## src/rtl/andn_vector_source.sv

```systemverilog
// Stimulus source for an N-input AND gate: sweeps every input vector (binary count)
// or every nonzero vector (LFSR) over a valid/ready stream, with the expected output alongside.
module andn_vector_source #(
    parameter int unsigned N    = 8,
    parameter int unsigned SEED = 1
) (
    input  logic         clk,
    input  logic         reset_n,
    input  logic         start,
    input  logic         abort,
    input  logic         mode,
    output logic [N-1:0] a_out,
    output logic         y_expected,
    output logic         valid,
    input  logic         ready,
    output logic         done,
    output logic [N:0]   vec_count
);

    typedef enum logic [1:0] {
        S_IDLE,
        S_RUN,
        S_DONE
    } state_t;

    // Tap masks, one set bit per tap position.
    function automatic logic [7:0] tap_mask(input int unsigned n);
        case (n)
            4:       tap_mask = 8'h0C;
            5:       tap_mask = 8'h14;
            6:       tap_mask = 8'h30;
            7:       tap_mask = 8'h60;
            default: tap_mask = 8'hB8;
        endcase
    endfunction

    localparam logic [7:0]   TAPS_ALL  = tap_mask(N);
    localparam logic [N-1:0] TAPS      = TAPS_ALL[N-1:0];
    localparam logic [N-1:0] SEED_V    = SEED[N-1:0];
    localparam logic [N:0]   LAST_BIN  = {1'b0, {N{1'b1}}};
    localparam logic [N:0]   LAST_LFSR = LAST_BIN - (N+1)'(1);

    state_t       r_state;
    logic [N-1:0] r_a;
    logic         r_valid;
    logic         r_done;
    logic [N:0]   r_count;
    logic         r_mode;

    logic         w_fb;
    logic [N-1:0] w_next;
    logic         w_hs;
    logic         w_last;
    logic         w_load;

    always_comb begin
        w_fb   = ^(r_a & TAPS);
        w_next = r_mode ? {r_a[N-2:0], w_fb} : r_a + N'(1);
        w_hs   = r_valid & ready;
        w_last = r_mode ? (r_count == LAST_LFSR) : (r_count == LAST_BIN);
        w_load = start & ~abort & ((r_state == S_IDLE) | (r_state == S_DONE));
    end

    always_ff @(posedge clk or negedge reset_n) begin
        if (!reset_n) begin
            r_state <= S_IDLE;
            r_a     <= '0;
            r_valid <= 1'b0;
            r_done  <= 1'b0;
            r_count <= '0;
            r_mode  <= 1'b0;
        end else if (w_load) begin
            r_state <= S_RUN;
            r_mode  <= mode;
            r_count <= '0;
            r_a     <= mode ? SEED_V : '0;
            r_valid <= 1'b1;
            r_done  <= 1'b0;
        end else begin
            case (r_state)
                S_RUN: begin
                    // The final vector is not advanced, so a_out keeps the last value emitted.
                    if (w_hs) begin
                        r_count <= r_count + (N+1)'(1);
                        if (!w_last) begin
                            r_a <= w_next;
                        end
                    end
                    if (abort) begin
                        r_state <= S_IDLE;
                        r_valid <= 1'b0;
                        r_done  <= 1'b0;
                    end else if (w_hs && w_last) begin
                        r_state <= S_DONE;
                        r_valid <= 1'b0;
                        r_done  <= 1'b1;
                    end
                end
                S_DONE: begin
                    if (abort) begin
                        r_state <= S_IDLE;
                        r_done  <= 1'b0;
                    end
                end
                S_IDLE: begin
                    r_valid <= 1'b0;
                    r_done  <= 1'b0;
                end
                default: begin
                    r_state <= S_IDLE;
                    r_valid <= 1'b0;
                    r_done  <= 1'b0;
                end
            endcase
        end
    end

    assign a_out      = r_a;
    assign y_expected = &r_a;
    assign valid      = r_valid;
    assign done       = r_done;
    assign vec_count  = r_count;

endmodule

```

## config.mk

```make
export PLATFORM = sky130hd
export DESIGN_NAME = andn_vector_source
export DESIGN_NICKNAME = d
export VERILOG_FILES = /design/src/rtl/andn_vector_source.sv
export SDC_FILE = /design/constraint.sdc
export NUM_CORES = 1
export LEC_CHECK = 0
export CORE_ASPECT_RATIO = 0.8
export CORE_MARGIN = 2
export CORE_UTILIZATION = 45
export CTS_CLUSTER_SIZE = 30
export DETAILED_ROUTE_END_ITERATION = 8
export PLACE_DENSITY_LB_ADDON = 0.15
export SLEW_MARGIN = 20
export SYNTH_ARGS = -nofsm -noshare
export SYNTH_HDL_FRONTEND = slang
export SYNTH_SLANG_ARGS = --single-unit
```

## constraint.sdc

```tcl
create_clock -name clk -period 1.56 [get_ports clk]
set_input_delay 0.156 -clock clk [delete_from_list [all_inputs] [get_ports clk]]
set_output_delay 0.156 -clock clk [all_outputs]
set_load 0.03 [all_outputs]
```

==> flow_metrics.env, run 1 <==
export IMPL_area_growth_syn_to_layout_pct=52.4
export IMPL_finalWorstPathRequiredPeriod_ns=1.62
export IMPL_io_buffers=25
export IMPL_nNetsFinal=199
export IMPL_yosys_area_share_simple_pct=24.3
export IMPL_stdcell_count=227
export IMPL_yosys_area_top_type_share_pct=43.0
export IMPL_synth_edff_count=0
export IMPL_clk_transition_reported_paths_ns=0.12
export IMPL_largest_net_degree_at_the_start_of_global_routing=23
export IMPL_1st_pass_router_iterations=4
export IMPL_power_ir_vdd_worst_mv=0.476
export IMPL_max_clock_path_buffers=2
export IMPL_syn_instance_count=131
export IMPL_numClockSinks=22
export IMPL_antenna_found_initial=0
export IMPL_detail_route_wl_per_cell_um=15.6
export IMPL_detail_route_drc_violations=0
export IMPL_max_cap_violations=0
export IMPL_floorplan_core_area_sq_um=2740
export IMPL_synthAdderAreaFrac_pct=2.93
export IMPL_synth_seq_cells=22
export IMPL_synth_area_sq_um=1280
export IMPL_setup_slack_ns=-0.0601
export IMPL_final_common_cell="sky130_fd_sc_hd__buf_4"
export IMPL_fp_dieH_um=51.7
export IMPL_synth_nets=140
export IMPL_row_count=17
export IMPL_io_pin_count=26
export IMPL_drt_first_iter_violations=64
export IMPL_run_status="finished, violations left"
export IMPL_first_pass_grt_wire_length_um=5810
export IMPL_failing_checks="setup timing"
export IMPL_netlist_cell_type_count=43
export IMPL_finalCritPeriodShare_pct=104
export IMPL_compound_cell_area_share_of_the_yosys_netlist_pct=16.9
export IMPL_placed_area_sq_um=1740
export IMPL_postSynth_topFlopCell="sky130_fd_sc_hd__dfrtp_1"
export IMPL_type_of_destination_of_the_critical_path="output port"
export IMPL_launching_element_type_of_the_critical_path="flop"
export IMPL_share_of_layout_cells_above_drive_strength_1_pct=38.1
export IMPL_synth_area_per_cell_sq_um=9.78
export IMPL_layout_core_utilization_pct=71.2
export IMPL_wl_um=3550
export IMPL_required_ns=1.40
export IMPL_insertion_delay_ns=0.32
export IMPL_number_of_inserted_filler_cells_in_the_final_layout=207
export IMPL_vias_in_the_first_global_route=1201
export IMPL_synth_warning_count=0
export IMPL_setup_viol_count_final=3
export IMPL_tritoncts="built"
export IMPL_grt_usage_pct=23.4
export IMPL_fp_dieW_um=63.7
export IMPL_gp_congestion=0.889
export IMPL_critPathKind="reg -> out"
export IMPL_synth_top_family_by_area="simple AND/OR/NAND/NOR gates"
export IMPL_max_clock_freq_ghz=0.617
export IMPL_number_of_buffers_created_by_cts=3
export IMPL_max_slew_margin_rel_pct=74.8
export IMPL_layout_cell_area_non_filler_sq_um=1950
export IMPL_synth_seq_area_share_pct=43.0
export IMPL_cts_root_buf="sky130_fd_sc_hd__clkbuf_4"
export IMPL_synthArstFlopShare_pct=100
export IMPL_hpwlAfterDp_um=2330
export IMPL_post_synth_top_area_cell="sky130_fd_sc_hd__dfrtp_1"
export IMPL_synth_xor_xnor_area_share_pct=6.84
export IMPL_final_antenna_net_count=0
export IMPL_ys_top_cells_by_area="sky130_fd_sc_hd__dfrtp_1 43%, sky130_fd_sc_hd__xor2_1 4.1%, sky130_fd_sc_hd__a21oi_1 3.5%"
export IMPL_grt_setup_unrepaired="yes"
export IMPL_hold_buffers=0
export IMPL_final_cell_mix="32 x sky130_fd_sc_hd__buf_4, 17 x sky130_fd_sc_hd__dlygate4sd2_1, 13 x sky130_fd_sc_hd__dfrtp_2"
export IMPL_grt_overflow_total=0
export IMPL_num_vias=1231
export IMPL_hold_path_class="in -> async"
export IMPL_antenna_diode_count=0
export IMPL_post_drt_via_cell_ratio=5.42
export IMPL_slew_violations=0
export IMPL_tightest_slew_ns=0.375
export IMPL_placed_cells=212
export IMPL_effective_utilization_at_floorplan_pct=46.7
export IMPL_synth_mux_area_share_pct=2.34
export IMPL_pwr_density_cell_nw_per_um2=673
export IMPL_cts_htree_levels=1
export IMPL_detailedPlace_worstSlack_ns=-0.104
export IMPL_die_area_sq_um=3290
export IMPL_cellLeakagePower_nw=0.955
export IMPL_hold_violations=0
export IMPL_clock_skew_ns=0.00191
export IMPL_worstPathArrival_ns=1.46
export IMPL_path_max_fanout=5
==> synthesized netlist by cell type, types with 2 or more instances <==
cell type,instances
sky130_fd_sc_hd__a211oi_1,2
sky130_fd_sc_hd__a21o_1,3
sky130_fd_sc_hd__a21oi_1,9
sky130_fd_sc_hd__and2_1,2
sky130_fd_sc_hd__and3_1,2
sky130_fd_sc_hd__and4_1,2
sky130_fd_sc_hd__buf_2,2
sky130_fd_sc_hd__buf_6,2
sky130_fd_sc_hd__clkbuf_1,3
sky130_fd_sc_hd__dfrtp_1,22
sky130_fd_sc_hd__ha_1,3
sky130_fd_sc_hd__mux2i_1,3
sky130_fd_sc_hd__nand2_1,8
sky130_fd_sc_hd__nand2b_1,2
sky130_fd_sc_hd__nand3_1,6
sky130_fd_sc_hd__nand4_1,4
sky130_fd_sc_hd__nor2_1,11
sky130_fd_sc_hd__nor2b_1,3
sky130_fd_sc_hd__o2111ai_1,2
sky130_fd_sc_hd__o21ai_0,6
sky130_fd_sc_hd__o2bb2ai_1,3
sky130_fd_sc_hd__or3_1,2
sky130_fd_sc_hd__xnor2_1,4
sky130_fd_sc_hd__xor2_1,6
==> per-stage QoR <==
| step | power (mW) | setup TNS (ns) | hold WS, ns |
|---|---|---|---|
| 2_1_floorplan | 0.792 | -0.00770 | -0.140 |
| 3_5_place_dp | 0.925 | -0.437 | 0.534 |
| 4_1_cts | 1.28 | -0.0589 | 0.178 |
| 3_3_place_gp | 0.911 | -0.277 | 0.512 |
| 6_report | 1.31 | -0.130 | 0.178 |
| 5_1_grt | 1.39 | -0.447 | 0.192 |
==> worst max-delay path, stage by stage (launching register included) <==
cell	delay, ns
sky130_fd_sc_hd__dfrtp_2	0.47
sky130_fd_sc_hd__ha_4	0.17
sky130_fd_sc_hd__and4_4	0.19
sky130_fd_sc_hd__and3_4	0.17
sky130_fd_sc_hd__buf_6	0.13
==> sequential cells by signal (all words and copies together) (netlist names) <==
signal     count
r_state        2
done           1
valid          1
r_mode         1
vec_count      9
a_out          8
==> area by class of cell <==
cell class / count / area (sq um) / share of cell area (%)
Timing Repair Buffer: 61 / 531 / 27.2
Tap cell: 38 / 47.5 / 2.43
Multi-Input combinational cell: 101 / 768 / 39.3
Clock buffer: 4 / 36.3 / 1.86
Inverter: 1 / 3.75 / 0.192
Sequential cell: 22 / 567 / 29.0
==> path summary, 6_finish.rpt <==
path / from / endpoint / slack [ns] / cells past startpoint
worst max-delay path: a_out[4] / y_expected / -0.06 / 4
worst min-delay path: reset_n / r_state[1] / 0.18 / 2
worst max register to register: a_out[1] / a_out[3] / -0.05 / 8
worst min register to register: r_state[0] / valid / 0.55 / 1
max in group asynchronous: reset_n / a_out[4] / 1.13 / 2
min in group clk: mode / r_mode / 0.45 / 3
==> where the power goes <==
part	switching (mW)	internal, mW	leakage, nW	total [mW]
logic	0.197	0.170	0.654	0.367
clock network	0.181	0.143	0.0210	0.324
registers	0.0268	0.597	0.280	0.624
total	0.404	0.910	0.955	1.31
==> per-layer routing <==
layer	vias to the layer above	global-route usage (%)	routed length (um)	share of wire, %
met5	-	0	0	0
met4	0	8.70	48	1.4
met3	5	4.98	107	3.0
met2	24	37.0	1700	48
met1	609	31.9	1690	48
li1	593	-	-	-
==> kinds of logic (layout without fill, tap and decap cells) <==
group / Yosys count / count (layout)
multiplexers: 3 / 3
XOR/XNOR: 10 / 10
buffers and inverters: 8 / 66
flip-flops: 22 / 22
AND/OR/NAND/NOR: 54 / 54
AO/OA/AOI/OAI: 31 / 31
adder cells (fa/ha/maj): 3 / 3
==> timing repair <==
item                                    in CTS  in global routing
cloned                                       0                  0
endpoints found under the setup margin      21                 12
pin swaps                                    0                  5
hold endpoints to repair                     0                  0
setup buffers                                6                  5
gates resized for setup                     28                 21
Note: power is estimated with default switching activity, not from simulation.
==> run 2: changes to the inputs <==
SETUP_SLACK_MARGIN = 0.2   (was unset)
==> run 2 against run 1 <==
The run still ends with setup timing left. Via count grew 3.2%. Clock power about the same. Count of clock-buffer cells in the layout did not move. Flip-flop and latch count is the same. Power is 2.6% higher. Core utilization up 5.2 points. Combinational power increased by 7.9%. Register-to-register slack worse by 0.05 ns. Clock skew is 0.018 ns higher. Die area unchanged. Cell area is 7.3% higher. Largest cell class unchanged. Highest routed layer unchanged.
==> flow_metrics.env, run 2 (same netlist as run 1, synthesis figures left out) <==
export IMPL_max_cap_violations=0
export IMPL_finalSetupTns_ns=-0.524
export IMPL_power_ir_vdd_worst_mv=0.540
export IMPL_cts_htree_levels=1
export IMPL_routed_top_layer="met4"
export IMPL_cp_slowest_stage_delay_ns=0.43
export IMPL_detailedPlace_worstSlack_ns=-0.126
export IMPL_grt_overflow_total=0
export IMPL_insertion_delay_ns=0.32
export IMPL_clock_skew_ns=0.0198
export IMPL_post_drt_via_cell_ratio=5.52
export IMPL_netSwitchingPower_mw=0.430
export IMPL_final_antenna_net_count=0
export IMPL_drt_first_iter_violations=81
export IMPL_sequentialPowerShare_pct=46.6
export IMPL_die_area_sq_um=3290
export IMPL_wirelength_met1_um=1840
export IMPL_slew_violations=0
export IMPL_io_buffers=25
export IMPL_hpwlAfterDp_um=2220
export IMPL_1st_pass_router_iterations=4
export IMPL_row_count=17
export IMPL_p_comb_share_pct=29.4
export IMPL_antenna_diode_count=0
export IMPL_hold_path_class="in -> async"
export IMPL_antenna_found_initial=0
export IMPL_max_clock_freq_ghz=0.601
export IMPL_fp_dieH_um=51.7
export IMPL_met3_wirelength_um=141
export IMPL_gp_congestion=0.842
export IMPL_final_common_cell="sky130_fd_sc_hd__buf_4"
export IMPL_cts_root_buf="sky130_fd_sc_hd__clkbuf_4"
export IMPL_setup_viol_count_final=9
export IMPL_share_of_layout_cells_above_drive_strength_1_pct=53.6
export IMPL_clk_transition_reported_paths_ns=0.14
export IMPL_area_growth_syn_to_layout_pct=63.6
export IMPL_required_ns=1.77
export IMPL_grt_usage_pct=22.9
export IMPL_critPathKind="reg -> reg"
export IMPL_first_pass_grt_wire_length_um=5780
export IMPL_switching_share_pct=31.9
export IMPL_hold_violations=0
export IMPL_internal_power_mw=0.918
export IMPL_cells_along_the_critical_path="nand4b_1, o31ai_4, buf_4, buf_6, a21oi_4, a21o_1"
export IMPL_type_of_destination_of_the_critical_path="flop"
export IMPL_wl_um=3950
export IMPL_vias_in_the_first_global_route=1210
export IMPL_detail_route_drc_violations=0
export IMPL_setup_slack_ns=-0.103
export IMPL_critPathSlowestCell="sky130_fd_sc_hd__dfrtp_2"
export IMPL_worstPathArrival_ns=1.87
export IMPL_launching_element_type_of_the_critical_path="flop"
export IMPL_wl_met2_um=1940
export IMPL_finalWorstPathRequiredPeriod_ns=1.66
export IMPL_nNetsFinal=202
export IMPL_max_clock_path_buffers=2
export IMPL_max_slew_margin_rel_pct=76.8
export IMPL_cellLeakagePower_nw=0.932
export IMPL_run_status="finished, violations left"
export IMPL_finalCritPeriodShare_pct=107
export IMPL_num_vias=1270
export IMPL_number_of_buffers_created_by_cts=3
export IMPL_path_max_fanout=6
export IMPL_largest_register_ff_count=9
export IMPL_io_pin_count=26
export IMPL_numClockSinks=22
export IMPL_tightest_slew_ns=0.344
export IMPL_detail_route_wl_per_cell_um=17.2
export IMPL_pwr_density_cell_nw_per_um2=643
export IMPL_grt_setup_unrepaired="yes"
export IMPL_fp_dieW_um=63.7
export IMPL_failing_checks="setup timing"
export IMPL_tritoncts="built"
export IMPL_final_cell_mix="27 x sky130_fd_sc_hd__buf_4, 13 x sky130_fd_sc_hd__dfrtp_2, 12 x sky130_fd_sc_hd__buf_6"
export IMPL_largest_net_degree_at_the_start_of_global_routing=23
export IMPL_share_of_power_burned_in_the_clock_network_pct=24.0
export IMPL_hold_buffers=0
export IMPL_floorplan_core_area_sq_um=2740
export IMPL_effective_utilization_at_floorplan_pct=46.7
[run 2: cell count changes in the layout (fill, tap and decap cells not counted), moves of 3 or more]
| cell | change |
|---|---|
| sky130_fd_sc_hd__clkbuf_2 | +4 |
| sky130_fd_sc_hd__buf_6 | +9 |
| sky130_fd_sc_hd__buf_4 | -5 |
| sky130_fd_sc_hd__o2bb2ai_1 | -3 |
| sky130_fd_sc_hd__o2bb2ai_2 | +3 |
| sky130_fd_sc_hd__a21oi_1 | -3 |
| sky130_fd_sc_hd__buf_2 | +6 |
| sky130_fd_sc_hd__dlygate4sd2_1 | -12 |
[run 2: path summary, 6_finish.rpt]
path	start	end	slack, ns	cells after the start
worst max-delay path	vec_count[8]	a_out[3]	-0.10	6
worst min-delay path	reset_n	r_state[1]	0.17	2
worst max register to register	vec_count[8]	a_out[3]	-0.10	6
worst min register to register	vec_count[7]	vec_count[7]	0.57	2
max in group asynchronous	reset_n	vec_count[0]	1.13	2
min in group clk	mode	r_mode	0.48	3
[run 2: layer usage]
metal	vias up	global-route usage, %
li1	600	-
met1	628	32.8
met2	38	35.8
met3	4	3.90
met4	0	6.52
met5	-	0
[run 2: cell type report]
class	instances	area [sq um]
clock buffer	4	36.3
fill	182	648
inverter	1	3.75
tap	38	47.5
sequential	22	567
timing repair buffer	64	534
multi-input combinational	101	907
[run 2: critical path, delay by kind of cell (launching register included)]
family                 cells  cell delay [ns]
buffers and inverters      2             0.29
and+or+nand+nor            1             0.28
DFF                        1             0.43
AOI/OAI and AO/OA          3             0.54
[run 2: power groups by stage]
stage | sequential, mW | clock (mW) | combinational, mW
final | 0.628 | 0.324 | 0.396
after global routing | 0.630 | 0.355 | 0.422
after CTS | 0.625 | 0.325 | 0.345
after detailed placement | 0.644 | 0 | 0.286
after global placement | 0.642 | 0 | 0.280
after floorplan | 0.678 | 0 | 0.127
[run 2: repair_timing]
item | CTS | global route
endpoints found under the setup margin | 38 | 33
pin swaps | 13 | 10
resized for setup | 72 | 46
buffers inserted | 13 | 8
[run 2: through the flow]
stage | cell area [sq um] | hold slack (ns) | util, % | total power, mW | std cells
after detailed placement | 1700 | 0.523 | 61.8 | 0.931 | 205
after global placement | 1700 | 0.512 | 61.8 | 0.922 | 205
after global routing | 2100 | 0.211 | 76.4 | 1.41 | 230
after CTS | 1960 | 0.183 | 71.4 | 1.30 | 222
after floorplan | 1320 | -0.140 | - | 0.806 | 131
final | 2100 | 0.166 | 76.4 | 1.35 | 230
==> run 3: changes to the inputs <==
CAP_MARGIN = 30   (was unset)
==> results of run 3 <==
Same layout as run 2: the final DEF is identical, and so are final timing and power.
